$ cat src/rtl/div_unit_pkg.sv
// Shared definitions for the multi-cycle RV32M divider.
//   - div_state_e : FSM state encodings (IDLE / BUSY / DONE)
//   - div_op_e    : op field codes (DIV / DIVU / REM / REMU)
//   - STALL_EX    : index of the EX-stage bit in the controller stall vector
//   - helpers decoding signedness and quotient/remainder selection from op
package div_unit_pkg;

  typedef enum logic [1:0] {
    DIV_IDLE = 2'b00,
    DIV_BUSY = 2'b01,
    DIV_DONE = 2'b10
  } div_state_e;

  typedef enum logic [1:0] {
    DIV_OP_DIV  = 2'b00,
    DIV_OP_DIVU = 2'b01,
    DIV_OP_REM  = 2'b10,
    DIV_OP_REMU = 2'b11
  } div_op_e;

  localparam int STALL_EX = 3;

  // DIV and REM (op[0] = 0) treat operands as two's complement.
  function automatic logic op_is_signed(input logic [1:0] op);
    return ~op[0];
  endfunction

  // REM and REMU (op[1] = 1) return the remainder instead of the quotient.
  function automatic logic op_is_rem(input logic [1:0] op);
    return op[1];
  endfunction

endpackage

$ cat src/rtl/div_sign_fix.sv
// Conditional two's-complement negation. Used to take operand magnitudes
// before the iteration and to restore result signs afterwards.
//   value_i : XLEN-bit input value
//   neg_i   : 1 = negate, 0 = pass through
//   value_o : XLEN-bit output value
module div_sign_fix #(
  parameter int XLEN = 32
) (
  input  logic [XLEN-1:0] value_i,
  input  logic            neg_i,
  output logic [XLEN-1:0] value_o
);

  assign value_o = neg_i ? -value_i : value_i;

endmodule

$ cat src/rtl/div_unit.sv
// Multi-cycle RV32M divider (DIV, DIVU, REM, REMU) living in the EX stage.
// Radix-2 restoring shift-subtract, one quotient bit per cycle. Requests a
// pipeline stall while a division is in flight and releases its result when
// the controller lets the EX instruction advance.
//   clk      : system clock, rising edge
//   rst      : synchronous active-high reset
//   start    : EX instruction is a divide/remainder (level)
//   op       : 00 DIV, 01 DIVU, 10 REM, 11 REMU
//   dividend : rs1 value
//   divisor  : rs2 value
//   annul    : flush of the EX instruction, aborts any operation
//   stall    : controller stall vector, bit STALL_EX = EX stage held
//   result   : quotient or remainder, valid while ready = 1, else 0
//   ready    : result valid this cycle
//   stallreq : EX-stage stall request to the controller
module div_unit
  import div_unit_pkg::*;
#(
  parameter int XLEN  = 32,
  parameter int CNT_W = 6
) (
  input  logic            clk,
  input  logic            rst,
  input  logic            start,
  input  logic [1:0]      op,
  input  logic [XLEN-1:0] dividend,
  input  logic [XLEN-1:0] divisor,
  input  logic            annul,
  input  logic [5:0]      stall,
  output logic [XLEN-1:0] result,
  output logic            ready,
  output logic            stallreq
);

  div_state_e        state_q, state_d;
  logic [CNT_W-1:0]  cnt_q, cnt_d;
  logic [XLEN-1:0]   rem_q, rem_d;
  logic [XLEN-1:0]   quo_q, quo_d;
  logic [XLEN-1:0]   dsr_q, dsr_d;   // divisor magnitude
  logic [1:0]        op_q, op_d;
  logic              q_neg_q, q_neg_d;
  logic              r_neg_q, r_neg_d;

  logic              a_neg, b_neg;
  logic [XLEN-1:0]   a_mag, b_mag;
  logic [XLEN-1:0]   quo_fix, rem_fix;
  logic [XLEN:0]     partial, trial;
  logic              stall_unused;

  assign stall_unused = ^{stall[5:4], stall[2:0]};

  // Operand magnitudes for the unsigned core.
  assign a_neg = op_is_signed(op) & dividend[XLEN-1];
  assign b_neg = op_is_signed(op) & divisor[XLEN-1];

  div_sign_fix #(.XLEN(XLEN)) u_abs_a (.value_i(dividend), .neg_i(a_neg), .value_o(a_mag));
  div_sign_fix #(.XLEN(XLEN)) u_abs_b (.value_i(divisor),  .neg_i(b_neg), .value_o(b_mag));

  // Result sign restoration. The overflow case -2^31 / -1 falls out naturally:
  // the magnitude 0x80000000 negates back to itself.
  div_sign_fix #(.XLEN(XLEN)) u_fix_q (.value_i(quo_q), .neg_i(q_neg_q), .value_o(quo_fix));
  div_sign_fix #(.XLEN(XLEN)) u_fix_r (.value_i(rem_q), .neg_i(r_neg_q), .value_o(rem_fix));

  // The bit shifted out of rem is kept as bit XLEN so partial never overflows;
  // when the trial fails, partial < divisor and fits back into XLEN bits.
  assign partial = {rem_q, quo_q[XLEN-1]};
  assign trial   = partial - {1'b0, dsr_q};

  // NOTE: every *_d gets its hold value first so no path leaves it unassigned
  // and no latch is inferred.
  always_comb begin
    state_d = state_q;
    cnt_d   = cnt_q;
    rem_d   = rem_q;
    quo_d   = quo_q;
    dsr_d   = dsr_q;
    op_d    = op_q;
    q_neg_d = q_neg_q;
    r_neg_d = r_neg_q;

    if (annul) begin
      state_d = DIV_IDLE;
    end else begin
      case (state_q)
        DIV_IDLE: begin
          if (start) begin
            op_d = op;
            if (divisor == '0) begin
              // Divide by zero: quotient all-ones, remainder = raw dividend.
              quo_d   = '1;
              rem_d   = dividend;
              q_neg_d = 1'b0;
              r_neg_d = 1'b0;
              state_d = DIV_DONE;
            end else begin
              quo_d   = a_mag;
              rem_d   = '0;
              dsr_d   = b_mag;
              q_neg_d = a_neg ^ b_neg;
              r_neg_d = a_neg;
              cnt_d   = CNT_W'(XLEN);
              state_d = DIV_BUSY;
            end
          end
        end
        DIV_BUSY: begin
          if (!trial[XLEN]) begin
            rem_d = trial[XLEN-1:0];
            quo_d = {quo_q[XLEN-2:0], 1'b1};
          end else begin
            rem_d = partial[XLEN-1:0];
            quo_d = {quo_q[XLEN-2:0], 1'b0};
          end
          cnt_d = cnt_q - CNT_W'(1);
          if (cnt_q == CNT_W'(1)) state_d = DIV_DONE;
        end
        DIV_DONE: begin
          // Hold the result until the instruction leaves EX.
          if (!stall[STALL_EX]) state_d = DIV_IDLE;
        end
        default: state_d = DIV_IDLE;
      endcase
    end
  end

  // NOTE: state uses non-blocking assignments so every flop samples the
  // pre-edge value of every other flop.
  always_ff @(posedge clk) begin
    if (rst) begin
      state_q <= DIV_IDLE;
      cnt_q   <= '0;
      rem_q   <= '0;
      quo_q   <= '0;
      dsr_q   <= '0;
      op_q    <= '0;
      q_neg_q <= 1'b0;
      r_neg_q <= 1'b0;
    end else begin
      state_q <= state_d;
      cnt_q   <= cnt_d;
      rem_q   <= rem_d;
      quo_q   <= quo_d;
      dsr_q   <= dsr_d;
      op_q    <= op_d;
      q_neg_q <= q_neg_d;
      r_neg_q <= r_neg_d;
    end
  end

  assign ready    = (state_q == DIV_DONE) & ~annul;
  assign result   = ready ? (op_is_rem(op_q) ? rem_fix : quo_fix) : '0;
  assign stallreq = start & ~annul & (state_q != DIV_DONE);

endmodule

$ cat config.mk
export PLATFORM = sky130hd
export DESIGN_NAME = div_unit
export DESIGN_NICKNAME = d
export VERILOG_FILES = /design/src/rtl/div_unit_pkg.sv /design/src/rtl/div_sign_fix.sv /design/src/rtl/div_unit.sv
export SDC_FILE = /design/constraint.sdc
export NUM_CORES = 1
export LEC_CHECK = 0
export BUFFER_PORTS_ARGS = -buffer_cell sky130_fd_sc_hd__buf_2
export CAP_MARGIN = 30
export CORE_AREA = 2 2 99 173
export DETAILED_ROUTE_END_ITERATION = 6
export DIE_AREA = 0 0 101 175
export HOLD_SLACK_MARGIN = 0.02
export PLACE_DENSITY = 0.8
export SYNTH_ARGS = -nofsm -noshare
export SYNTH_HDL_FRONTEND = slang
export SYNTH_SLANG_ARGS = --single-unit
$ cat constraint.sdc
create_clock -name clk -period 4.4 [get_ports clk]
set_input_delay 0.88 -clock clk [delete_from_list [all_inputs] [get_ports clk]]
set_output_delay 0.88 -clock clk [all_outputs]
set_load 0.005 [all_outputs]
# Yosys cells after proc, flatten, opt, wreduce, memory -nomap -nowiden
# Cells that the tools add are included.
[totals]
register_bits = 108
input_bits = 76
out_inout_bits = 34
[classes]
n_addsub = 6
eq_ne = 8
muxes = 24
bitwise = 9
reduce_logical = 9
[op_table]
columns = ["cell", "n"]
rows = [
  ["$mux W32", 11],
  ["$neg A32 Y32", 4],
  ["$pmux W32 S2", 2],
  ["$sub A33 B32 Y33", 1],
  ["$logic_not A32 Y1", 1],
  ["$mux W6", 2],
  ["$pmux W6 S2", 1],
  ["$ne A2 B2 Y1 const B", 5],
  ["$reduce_and A3 Y1", 3],
  ["$mux W2", 4],
  ["$reduce_and A4 Y1", 2],
  ["$eq A6 B1 Y1 const B", 1],
  ["$pmux W2 S3", 1],
  ["$sub A6 B1 Y6 const B", 1],
  ["$and A1 B1 Y1", 5],
  ["$mux W1", 3],
  ["$not A1 Y1", 3],
  ["$eq A2 B1 Y1 const B", 1],
  ["$eq A2 B2 Y1 const B", 1],
  ["$logic_not A2 Y1", 1],
  ["$reduce_bool A2 Y1", 1],
  ["$reduce_or A2 Y1", 1],
  ["$xor A1 B1 Y1", 1],
]

# Depth between registers and ports, before layout
# Gate-level depths: netlist of the first run.
[depth]
word_depth = 6
depth_mapped = 14
mapped_depth_nobuf = 12

# Hierarchy
# From an unflattened synthesis of the first run, not the netlist that was laid out.
[hier_totals]
hier_cells = 1398
area_unflattened_um2 = 10277.4
[by_module_without_submodules]
columns = ["module", "n_inst", "cells_each", "area_each_um2"]
rows = [
  ["div_unit", 1, 966, 7209.4],
  ["div_sign_fix", 4, 108, 767.0],
]

# Least setup slack after synthesis of the first run
# No wires, ideal clock.
[synth_path]
path_type = "reg-to-output"
start = "register quo_q[14]"
end = "output result[29]"
arrival_time_ns = 2.886
slack_ns = 0.634
path_stages_with_launch = 10
path_buffers = 0
path_cell_list = "dfxtp_1 or4_4 or4_1 or2_1 or3_1 or3_4 o31ai_4 xnor2_1 nor2_1 a211oi_1"
[synth_via]
elab_chain_len = 4
[synth_rtl]
columns = ["item", "line", "rtl"]
rows = [
  ["start, declared", "div_unit.sv:38", "logic [XLEN-1:0] quo_q, quo_d;"],
  ["start signal, assigned", "div_unit.sv:142", "quo_q <= quo_d;"],
  ["$neg A32 Y32", "div_sign_fix.sv:14", "assign value_o = neg_i ? -value_i : value_i;"],
  ["$mux W32", "div_sign_fix.sv:14", ""],
  ["$mux W32 (2 in a row)", "div_unit.sv:151", "assign result = ready ? (op_is_rem(op_q) ? rem_fix : quo_fix) : '0;"],
  ["end, declared", "div_unit.sv:30", "output logic [XLEN-1:0] result,"],
]
# No other way between the ends.

# Worst setup path after layout of the first run
[layout_path]
start = "register quo_q[2]"
end = "output result[29]"
# The elaborated chain is that of the path after synthesis.

==> results of run 1 <==
routing by layer:
metal / routed length [µm] / track usage (%)
met3: 1290 / 2.52
met5: 0 / 0
met2: 13700 / 53.8
met1: 10800 / 36.2
met4: 1250 / 16.9
Yosys cell counts (13+ instances only):
| cell | n | area, µm² |
|---|---|---|
| or3_1 | 18 | 113 |
| nand2_1 | 101 | 379 |
| a21o_1 | 29 | 218 |
| nand3_1 | 20 | 100 |
| inv_1 | 53 | 199 |
| buf_2 | 14 | 70.1 |
| xnor2_1 | 88 | 771 |
| a21oi_1 | 88 | 440 |
| o221ai_1 | 31 | 272 |
| o21ai_0 | 48 | 240 |
| ha_1 | 38 | 475 |
| clkbuf_1 | 66 | 248 |
| nor2_1 | 142 | 533 |
| xor2_1 | 59 | 517 |
| mux2_2 | 15 | 169 |
| or4_1 | 17 | 128 |
| nor2b_1 | 13 | 81.3 |
| nor3_1 | 45 | 225 |
| o41ai_1 | 18 | 158 |
| a211oi_1 | 69 | 518 |
| dfxtp_1 | 107 | 2140 |
| a221oi_1 | 21 | 184 |
| o31ai_1 | 28 | 210 |
worst max-delay path: cells and delay by family, from the launching register on:
family / cells / cell delay (ns)
simple gates: 6 / 2.04
xor+xnor: 1 / 0.16
flops: 1 / 0.37
buf+inv: 1 / 0.15
compound gates: 2 / 0.35
per-stage QoR:
stage	util [%]	instances	hold WS, ns	TNS, ns
global placement	63.0	1515	0.441	0
floorplan	-	1280	0.432	0
global route	65.8	1535	0.487	-0.0778
finish	65.8	1535	0.451	0
CTS	65.4	1535	0.453	0
detailed placement	63.3	1517	0.445	0
logic make-up after synthesis:
logic type / after synthesis / share of synthesized area, %
adders and majority gates: 39 / 5.15
and+or+nand+nor: 421 / 21.1
DFF: 107 / 22.3
AOI/OAI and AO/OA: 396 / 29.1
buffers and inverters: 145 / 6.12
xor gates and xnor gates: 147 / 13.4
muxes: 25 / 2.80
cell usage in the layout, fill, tap and decap left out, types with 12 or more instances in the layout:
| cell type | instances |
|---|---|
| a211oi_1 | 66 |
| or4_1 | 14 |
| mux2_2 | 15 |
| xor2_1 | 59 |
| buf_4 | 33 |
| o41ai_1 | 17 |
| o31ai_1 | 26 |
| xnor2_1 | 88 |
| buf_2 | 103 |
| a221oi_1 | 21 |
| inv_1 | 53 |
| nand2_1 | 101 |
| ha_1 | 38 |
| nor3_1 | 44 |
| dfxtp_1 | 104 |
| or3_1 | 15 |
| a21o_1 | 29 |
| a21oi_1 | 88 |
| nor2b_1 | 12 |
| nand3_1 | 20 |
| nor2_1 | 142 |
| o221ai_1 | 31 |
| o21ai_0 | 46 |
worst paths after layout:
path | startpoint | slack [ns] | endpoint
max | quo_q[2] | 0.09 | result[29]
min | dsr_q[31] | 0.45 | dsr_q[31]
max reg2reg | quo_q[31] | 0.82 | rem_q[6]
min reg2reg | dsr_q[31] | 0.45 | dsr_q[31]
cell type report:
| cell class | instances | area [µm²] | area share (%) |
|---|---|---|---|
| timing repair buffer | 139 | 831 | 7.76 |
| sequential | 107 | 2150 | 20.1 |
| tap | 192 | 240 | 2.24 |
| multi-input combinational | 1028 | 6990 | 65.2 |
| clock inverter | 6 | 75.1 | 0.701 |
| inverter | 53 | 199 | 1.86 |
| clock buffer | 10 | 229 | 2.14 |
power by group through the flow:
stage	logic [mW]	clock network [mW]	registers, mW
CTS	1.41	0.852	1.13
global placement	1.36	0	1.15
floorplan	1.07	0	1.13
global route	1.58	0.887	1.15
detailed placement	1.39	0	1.15
finish	1.44	0.842	1.13
sequential cells by signal, summed over array words and instances (netlist names):
register and cells:
cnt_q 6, dsr_q 32, op_q 1, q_neg_q 1
quo_q 32, r_neg_q 1, rem_q 32, state_q 2
what timing repair did:
action / 4_1_cts / 5_1_grt
endpoints found under the setup margin: 4 / 5
pin swaps: 8 / 3
gates resized for setup: 9 / 13
setup buffers: 2 / 0
==> impl_metrics.json, run 1 <==
{
  "drv_slew": 0,
  "setup_viol": 0,
  "fillers": 1436,
  "cp_slowest_cell": "or4_1",
  "synth_cell_types": 76,
  "power_mw": 3.41,
  "core_um2": 16300,
  "setup.worst_path.end_class": "output port",
  "crit_path_start_kind": "flip-flop",
  "setup_slack_ns": 0.0917,
  "skew_ns": 0.0103,
  "drcViolationCount": 0,
  "clock_latency_ns": 0.36,
  "synthToLayoutAreaGrowth_pct": 11.4,
  "reg2reg_depth": 13,
  "power.density_nw_per_um2": 319,
  "root_buffer": "clkbuf_16",
  "std_cell_rows": 62,
  "fin_area_um2": 10700,
  "switching_share_pct": 37.8,
  "vias_per_cell": 6.33,
  "dpl-instance-area_um2": 10300,
  "die_x_um": 101,
  "vias": 9723,
  "synth_edf_count": 0,
  "antennaDiodeCount": 0,
  "drt_iter0_markers": 737,
  "hold-path-cell-count": 2,
  "period_share_pct": 97.9,
  "grt_pass1_vias": 9230,
  "syn_inst": 1280,
  "grt_pass1_wl_um": 44200,
  "max_stage_delay_ns": 0.60,
  "syn-num-nets": 1395,
  "hold_path.class": "flip-flop to flip-flop",
  "worstMarginPinSlew_ns": 1.08,
  "postCtsHoldBufs": 0,
  "antenna_found_initial": 0,
  "cts.sinks": 107,
  "rsz0062_at_grt": "yes",
  "io_buffers": 104,
  "netlist_area_um2": 9620,
  "routed_wl_um": 27100,
  "gp_congestion": 0.934,
  "drt_pre_antenna_iters": 7,
  "max_slew_margin_pct": 27.8,
  "sequentialPowerShare_pct": 33.2,
  "vdd_drop_max_v": 0.000169,
  "pwr-share-clk_pct": 24.7,
  "cp_cell_sequence": "or4_1 > nor3_2 > nand3_1 > or3_4 > or3_4 > o31ai_4 > xnor2_1 > nor2_1 > a211oi_2 > buf_2",
  "grt_usage_pct": 30.7,
  "overflow": 0,
  "wl_per_cell_um": 17.6,
  "htree_num_levels": 3,
  "ys_ff_latch": 107,
  "nNetsFinal": 1453,
  "yosys_warnings": 0,
  "fmax_ghz": 0.232,
  "pwr-share-comb_pct": 42.1,
  "crit_top_cell": "or3_4",
  "dp_hpwl_um": 20500,
  "synth_seq_area_share_pct": 22.3,
  "p_sw_mw": 1.29,
  "dieArea_um2": 17700,
  "clkTransAtPathRegs_ns": 0.07,
  "place_ws_ns": 0.297,
  "cp_max_fo": 7,
  "p_int_mw": 2.12,
  "min_period_ns": 4.31,
  "cap_violations": 0,
  "grt_start_max_net_pins": 75,
  "required_ns": 3.52,
  "drive_above_1_share_pct": 15.3,
  "p_leak_nw": 4.26,
  "cts_tree": "built",
  "outcome": "finished clean",
  "synth_ff_type": "dfxtp_1",
  "cp.arrival_ns": 3.43,
  "hold_viol_final": 0,
  "crit_type": "flip-flop to output port",
  "cts_made_buffers": 9,
  "syn_area_per_cell_um2": 7.51,
  "io_pins": 110,
  "clockBufferDepth": 2,
  "initial_utilization_pct": 59.0,
  "die_height_um": 175,
  "synthArstFlopShare_pct": 0,
  "antenna_left": 0
}
(Power assumes the default switching activity.)
==> run 2: changes to the inputs <==
--- a/config.mk
+++ b/config.mk
@@ -7,11 +7,10 @@
 export LEC_CHECK = 0
 export BUFFER_PORTS_ARGS = -buffer_cell sky130_fd_sc_hd__buf_2
 export CAP_MARGIN = 30
-export CORE_AREA = 2 2 99 173
+export CORE_AREA = 2 2 152 265
 export DETAILED_ROUTE_END_ITERATION = 6
-export DIE_AREA = 0 0 101 175
+export DIE_AREA = 0 0 154 267
 export HOLD_SLACK_MARGIN = 0.02
-export PLACE_DENSITY = 0.8
 export SYNTH_ARGS = -nofsm -noshare
 export SYNTH_HDL_FRONTEND = slang
 export SYNTH_SLANG_ARGS = --single-unit
==> run 2 against run 1 <==
Net effect: total power increased by 3.7%; sequential power about the same; utilization down 37 points; fmax shrank 1.7%.
==> impl_metrics.json, run 2 (same netlist as run 1, synthesis figures left out) <==
{
  "reg_top3": "dsr_q: 32 flops, quo_q: 32 flops, rem_q: 32 flops",
  "p_leak_nw": 4.34,
  "dp_hpwl_um": 26200,
  "antenna_found_initial": 10,
  "min_period_ns": 4.38,
  "cp_max_fo": 5,
  "final_common_cell": "nor2_1",
  "grt_start_max_net_pins": 86,
  "vdd_drop_max_v": 0.000155,
  "hold_path.class": "flip-flop to flip-flop",
  "core_um2": 39000,
  "drcViolationCount": 0,
  "clkTransAtPathRegs_ns": 0.08,
  "cp.arrival_ns": 3.50,
  "final_cell_mix": "nor2_1 (142), dfxtp_1 (105), buf_2 (103)",
  "rsz0062_at_grt": "yes",
  "p_int_mw": 2.22,
  "setup_viol": 0,
  "grt_pass1_vias": 9817,
  "sequentialPowerShare_pct": 31.9,
  "clockBufferDepth": 2,
  "wl_per_cell_um": 17.9,
  "power.density_nw_per_um2": 316,
  "required_ns": 3.52,
  "crit_path_start_kind": "flip-flop",
  "max_slew_margin_pct": 34.5,
  "htree_num_levels": 3,
  "std_cell_rows": 96,
  "die_height_um": 267,
  "skew_ns": 0.0121,
  "antenna_left": 0,
  "gp_congestion": 0.922,
  "vias_per_cell": 5.30,
  "drive_above_1_share_pct": 16.2,
  "drt_pre_antenna_iters": 5,
  "io_buffers": 104,
  "drt_iter0_markers": 494,
  "io_pins": 110,
  "cap_violations": 0,
  "vias": 9833,
  "dieArea_um2": 41100,
  "hold-path-cell-count": 2,
  "post-route-util_pct": 28.7,
  "p_sw_mw": 1.32,
  "synthToLayoutAreaGrowth_pct": 16.7,
  "cts_tree": "built",
  "setup.worst_path.end_class": "output port",
  "worstMarginPinSlew_ns": 0.981,
  "cts.sinks": 107,
  "initial_utilization_pct": 24.6,
  "drv_slew": 0,
  "root_buffer": "clkbuf_16",
  "routed_wl_um": 33100,
  "clock_latency_ns": 0.38,
  "switching_share_pct": 37.2,
  "crit_type": "flip-flop to output port",
  "pwr-share-comb_pct": 41.9,
  "period_share_pct": 99.6,
  "grt_pass1_wl_um": 52400,
  "outcome": "finished clean",
  "fmax_ghz": 0.228,
  "hold_viol_final": 0,
  "overflow": 0,
  "nNetsFinal": 1468,
  "reg2reg_depth": 14,
  "pwr-share-clk_pct": 26.2,
  "holdWs_ns": 0.458,
  "postCtsHoldBufs": 0,
  "die_x_um": 154,
  "grt_usage_pct": 16.0,
  "cts_made_buffers": 9
}
-- run 2: cell count changes in the layout (fill, tap and decap cells not counted), moves of 2 or more --
cell / previous run / this run
clkbuf_8: 0 / 2
or4_1: 14 / 12
clkinv_4: 3 / 0
or4_4: 5 / 7
buf_4: 33 / 48
diode_2: 0 / 6
-- run 2: power by group through the flow --
stage	logic, mW	registers (mW)	clock network (mW)
floorplan	1.07	1.13	0
global placement	1.43	1.15	0
detailed placement	1.45	1.15	0
CTS	1.47	1.13	0.944
global route	1.63	1.14	0.978
finish	1.48	1.13	0.927
-- run 2: critical path, stage by stage (launching register included) --
cell and delay (ns):
dfxtp_4 0.36, or4_4 0.53, or4_4 0.43, or2_4 0.25, or3_4 0.39, or3_4 0.39, o31ai_4 0.20, xnor2_1 0.15
nor2_1 0.07, a211oi_2 0.22, buf_2 0.15
-- run 2: area by class of cell --
class | instances | area (µm²)
Antenna cell | 6 | 15.0
Sequential cell | 107 | 2150
Inverter | 53 | 199
Timing Repair Buffer | 154 | 936
Tap cell | 490 | 613
Fill cell | 4145 | 27800
Clock inverter | 4 | 72.6
Multi-Input combinational cell | 1028 | 6980
Clock buffer | 12 | 256
-- run 2: metrics by stage --
stage | std cells | instance area (µm²) | power, mW | TNS [ns] | setup slack [ns]
finish | 1854 | 11200 | 3.54 | 0 | 0.0190
global route | 1851 | 11200 | 3.75 | -0.324 | -0.0831
CTS | 1846 | 11100 | 3.54 | -0.0948 | -0.0586
detailed placement | 1829 | 10800 | 2.60 | 0 | 0.256
global placement | 1828 | 10800 | 2.57 | 0 | 0.270
floorplan | 1280 | 9620 | 2.20 | 0 | 0.634
-- run 2: metal layers --
layer / vias up / share of wire [%] / GRT usage, %
li1: 4864 / - / -
met1: 4620 / 37 / 15.4
met2: 247 / 53 / 30.7
met3: 92 / 3.9 / 3.12
met4: 10 / 6.3 / 10.5
met5: - / 0.17 / 0
-- run 2: timing repair --
item,in CTS,in global routing
endpoints found under the setup margin,6,8
pin swaps,6,6
buffers inserted,1,2
resized for setup,10,9
-- run 2: path summary, 6_finish.rpt --
| check | from | endpoint | slack, ns |
|---|---|---|---|
| min | dsr_q[31] | dsr_q[31] | 0.46 |
| max | quo_q[15] | result[31] | 0.02 |
| max reg2reg | quo_q[31] | rem_q[21] | 0.68 |
| min reg2reg | dsr_q[31] | dsr_q[31] | 0.46 |
==> run 3: changes to the inputs <==
--- a/config.mk
+++ b/config.mk
@@ -7,9 +7,9 @@
 export LEC_CHECK = 0
 export BUFFER_PORTS_ARGS = -buffer_cell sky130_fd_sc_hd__buf_2
 export CAP_MARGIN = 30
-export CORE_AREA = 2 2 152 265
+export CORE_AREA = 2 2 200 202
 export DETAILED_ROUTE_END_ITERATION = 6
-export DIE_AREA = 0 0 154 267
+export DIE_AREA = 0 0 202 204
 export HOLD_SLACK_MARGIN = 0.02
 export SYNTH_ARGS = -nofsm -noshare
 export SYNTH_HDL_FRONTEND = slang
==> run 3 against run 2 <==
Net effect: fmax increased by 1.5%; cell count increased by 1.3%; routed wire length decreased by 4.1%; critical path depth unchanged; non-clock buffer count decreased by 7; utilization decreased by 0.053 points; via count decreased by 1.6%; die area increased by 0.22%; critical endpoint is now result[29]; highest routed layer unchanged.
==> impl_metrics.json, run 3 (same netlist as run 1, synthesis figures left out) <==
{
  "rrSetupSlack_ns": 0.76,
  "multiInputGateArea_um2": 7020,
  "cp_cell_sequence": "or4_4 > or4_4 > or2_4 > or3_4 > or3_4 > o31ai_4 > xnor2_1 > nor2_1 > a211oi_2 > buf_2",
  "vias": 9676,
  "setup_viol": 0,
  "dieArea_um2": 41200,
  "worst-path-stages": 10,
  "critPathTopFamily": "simple AND/OR/NAND/NOR gates",
  "outcome": "finished clean",
  "reg2reg_depth": 12,
  "cap_violations": 0,
  "final_cell_mix": "nor2_1 (142), dfxtp_1 (104), buf_2 (103)",
  "clock_latency_ns": 0.38,
  "reg_top3": "dsr_q: 32 flops, quo_q: 32 flops, rem_q: 32 flops",
  "dpl-instance-area_um2": 10700,
  "numPlacedInstances": 1856,
  "fillers": 4227,
  "hold_path.class": "flip-flop to flip-flop",
  "wl_per_cell_um": 16.9,
  "clockBufferDepth": 2,
  "synthToLayoutAreaGrowth_pct": 16.9,
  "grt_pass1_wl_um": 50200,
  "regArea_um2": 2150,
  "cts.sinks": 107,
  "postCtsHoldBufs": 0,
  "hold-path-cell-count": 2,
  "min_period_ns": 4.32,
  "vias_per_cell": 5.15,
  "place_ws_ns": 0.262,
  "routed_wl_um": 31800,
  "std_cell_rows": 73,
  "cts_made_buffers": 9,
  "skew_ns": 0.0143,
  "cp_slowest_cell": "or4_4",
  "period_share_pct": 98.1,
  "crit_start": "quo_q[15]",
  "clkTransAtPathRegs_ns": 0.08,
  "holdWs_ns": 0.455,
  "final.setup.tns_ns": 0,
  "antenna_found_initial": 4,
  "crit_buf_inv": 1,
  "vdd_drop_max_v": 0.000174,
  "root_buffer": "clkbuf_16",
  "power.density_nw_per_um2": 316,
  "htree_num_levels": 3,
  "worstSetupEndpoint": "result[29]",
  "setup_slack_ns": 0.0820,
  "layout.cells.non_filler": 1879,
  "reg2reg_to": "rem_q[13]",
  "max_slew_margin_pct": 36.3,
  "drive_above_1_share_pct": 16.0,
  "required_ns": 3.52,
  "die_x_um": 202,
  "initial_utilization_pct": 24.5,
  "hold_viol_final": 0,
  "p_leak_nw": 4.32,
  "antenna_left": 0,
  "drt_pre_antenna_iters": 6,
  "dp_hpwl_um": 24700,
  "drcViolationCount": 0,
  "fmax_ghz": 0.232,
  "grt_usage_pct": 15.2,
  "grt_start_max_net_pins": 83,
  "die_height_um": 204,
  "crit_type": "flip-flop to output port",
  "cts_tree": "built",
  "grt_pass1_vias": 9074,
  "gp_congestion": 0.879,
  "worstMarginPinSlew_ns": 0.952,
  "core_um2": 39200,
  "io_pins": 110,
  "cp.arrival_ns": 3.44,
  "drv_slew": 0,
  "overflow": 0,
  "worstReg2RegStart": "rem_q[17]",
  "fin_area_um2": 11200,
  "cp_max_fo": 3,
  "max_stage_delay_ns": 0.53,
  "setup.worst_path.end_class": "output port",
  "drt_iter0_markers": 605,
  "nNetsFinal": 1461,
  "crit_path_start_kind": "flip-flop",
  "final_common_cell": "nor2_1",
  "io_buffers": 104
}
run 3: cell count changes in the layout (fill, tap and decap cells not counted), moves of 2 or more:
cell	change
buf_4	-6
clkbuf_8	-2
clkinv_4	+3
diode_2	-3
inv_8	+2
run 3: worst reg2reg max path: cells and delay by family, from the launching register on:
kind | cells | cell delay [ns]
simple gates | 5 | 1.03
compound gates | 3 | 0.75
flops | 1 | 0.52
fa+ha+maj | 1 | 0.41
buf+inv | 2 | 0.39
mux | 1 | 0.37
run 3: metrics by stage:
stage	utilization, %	power (mW)
final	28.7	3.55
after global routing	28.7	3.76
after CTS	28.5	3.53
after detailed placement	27.4	2.58
after global placement	27.4	2.57
after floorplan	-	2.20
run 3: layer usage:
metal | wire (µm) | share of wire (%) | track usage [%] | vias up
met5 | 18 | 0.057 | 0 | -
met4 | 1020 | 3.2 | 5.99 | 4
met3 | 1840 | 5.8 | 3.27 | 58
met2 | 13100 | 41 | 22.7 | 268
met1 | 15800 | 50 | 21.1 | 4494
li1 | - | - | - | 4852
run 3: final cells by class:
type	count	area share (%)
clock inverter	7	0.969
tap	525	5.85
inverter	53	1.77
sequential	107	19.1
antenna	3	0.0668
clock buffer	9	2.00
timing repair buffer	147	7.75
multi-input combinational	1028	62.5
run 3: how the worst min path moves through the flow:
stage,from,to
finish,dsr_q[31],dsr_q[31]
global route,dsr_q[31],dsr_q[31]
CTS,dsr_q[31],dsr_q[31]
detailed placement,dsr_q[31],dsr_q[31]
global placement,dsr_q[31],dsr_q[31]
floorplan,dsr_q[31],dsr_q[31]
run 3: where the power goes:
group          total, mW  leakage (nW)  switching (mW)  internal, mW
logic               1.47          3.28           0.831         0.643
registers           1.13         0.881          0.0924          1.04
clock network      0.939         0.164           0.428         0.511
run 3: timing repair:
action / CTS / global route
gates cloned: 0 / 0
pin swaps: 8 / 4
gates resized for setup: 15 / 12
endpoints found under the setup margin: 4 / 5
setup buffers: 3 / 1
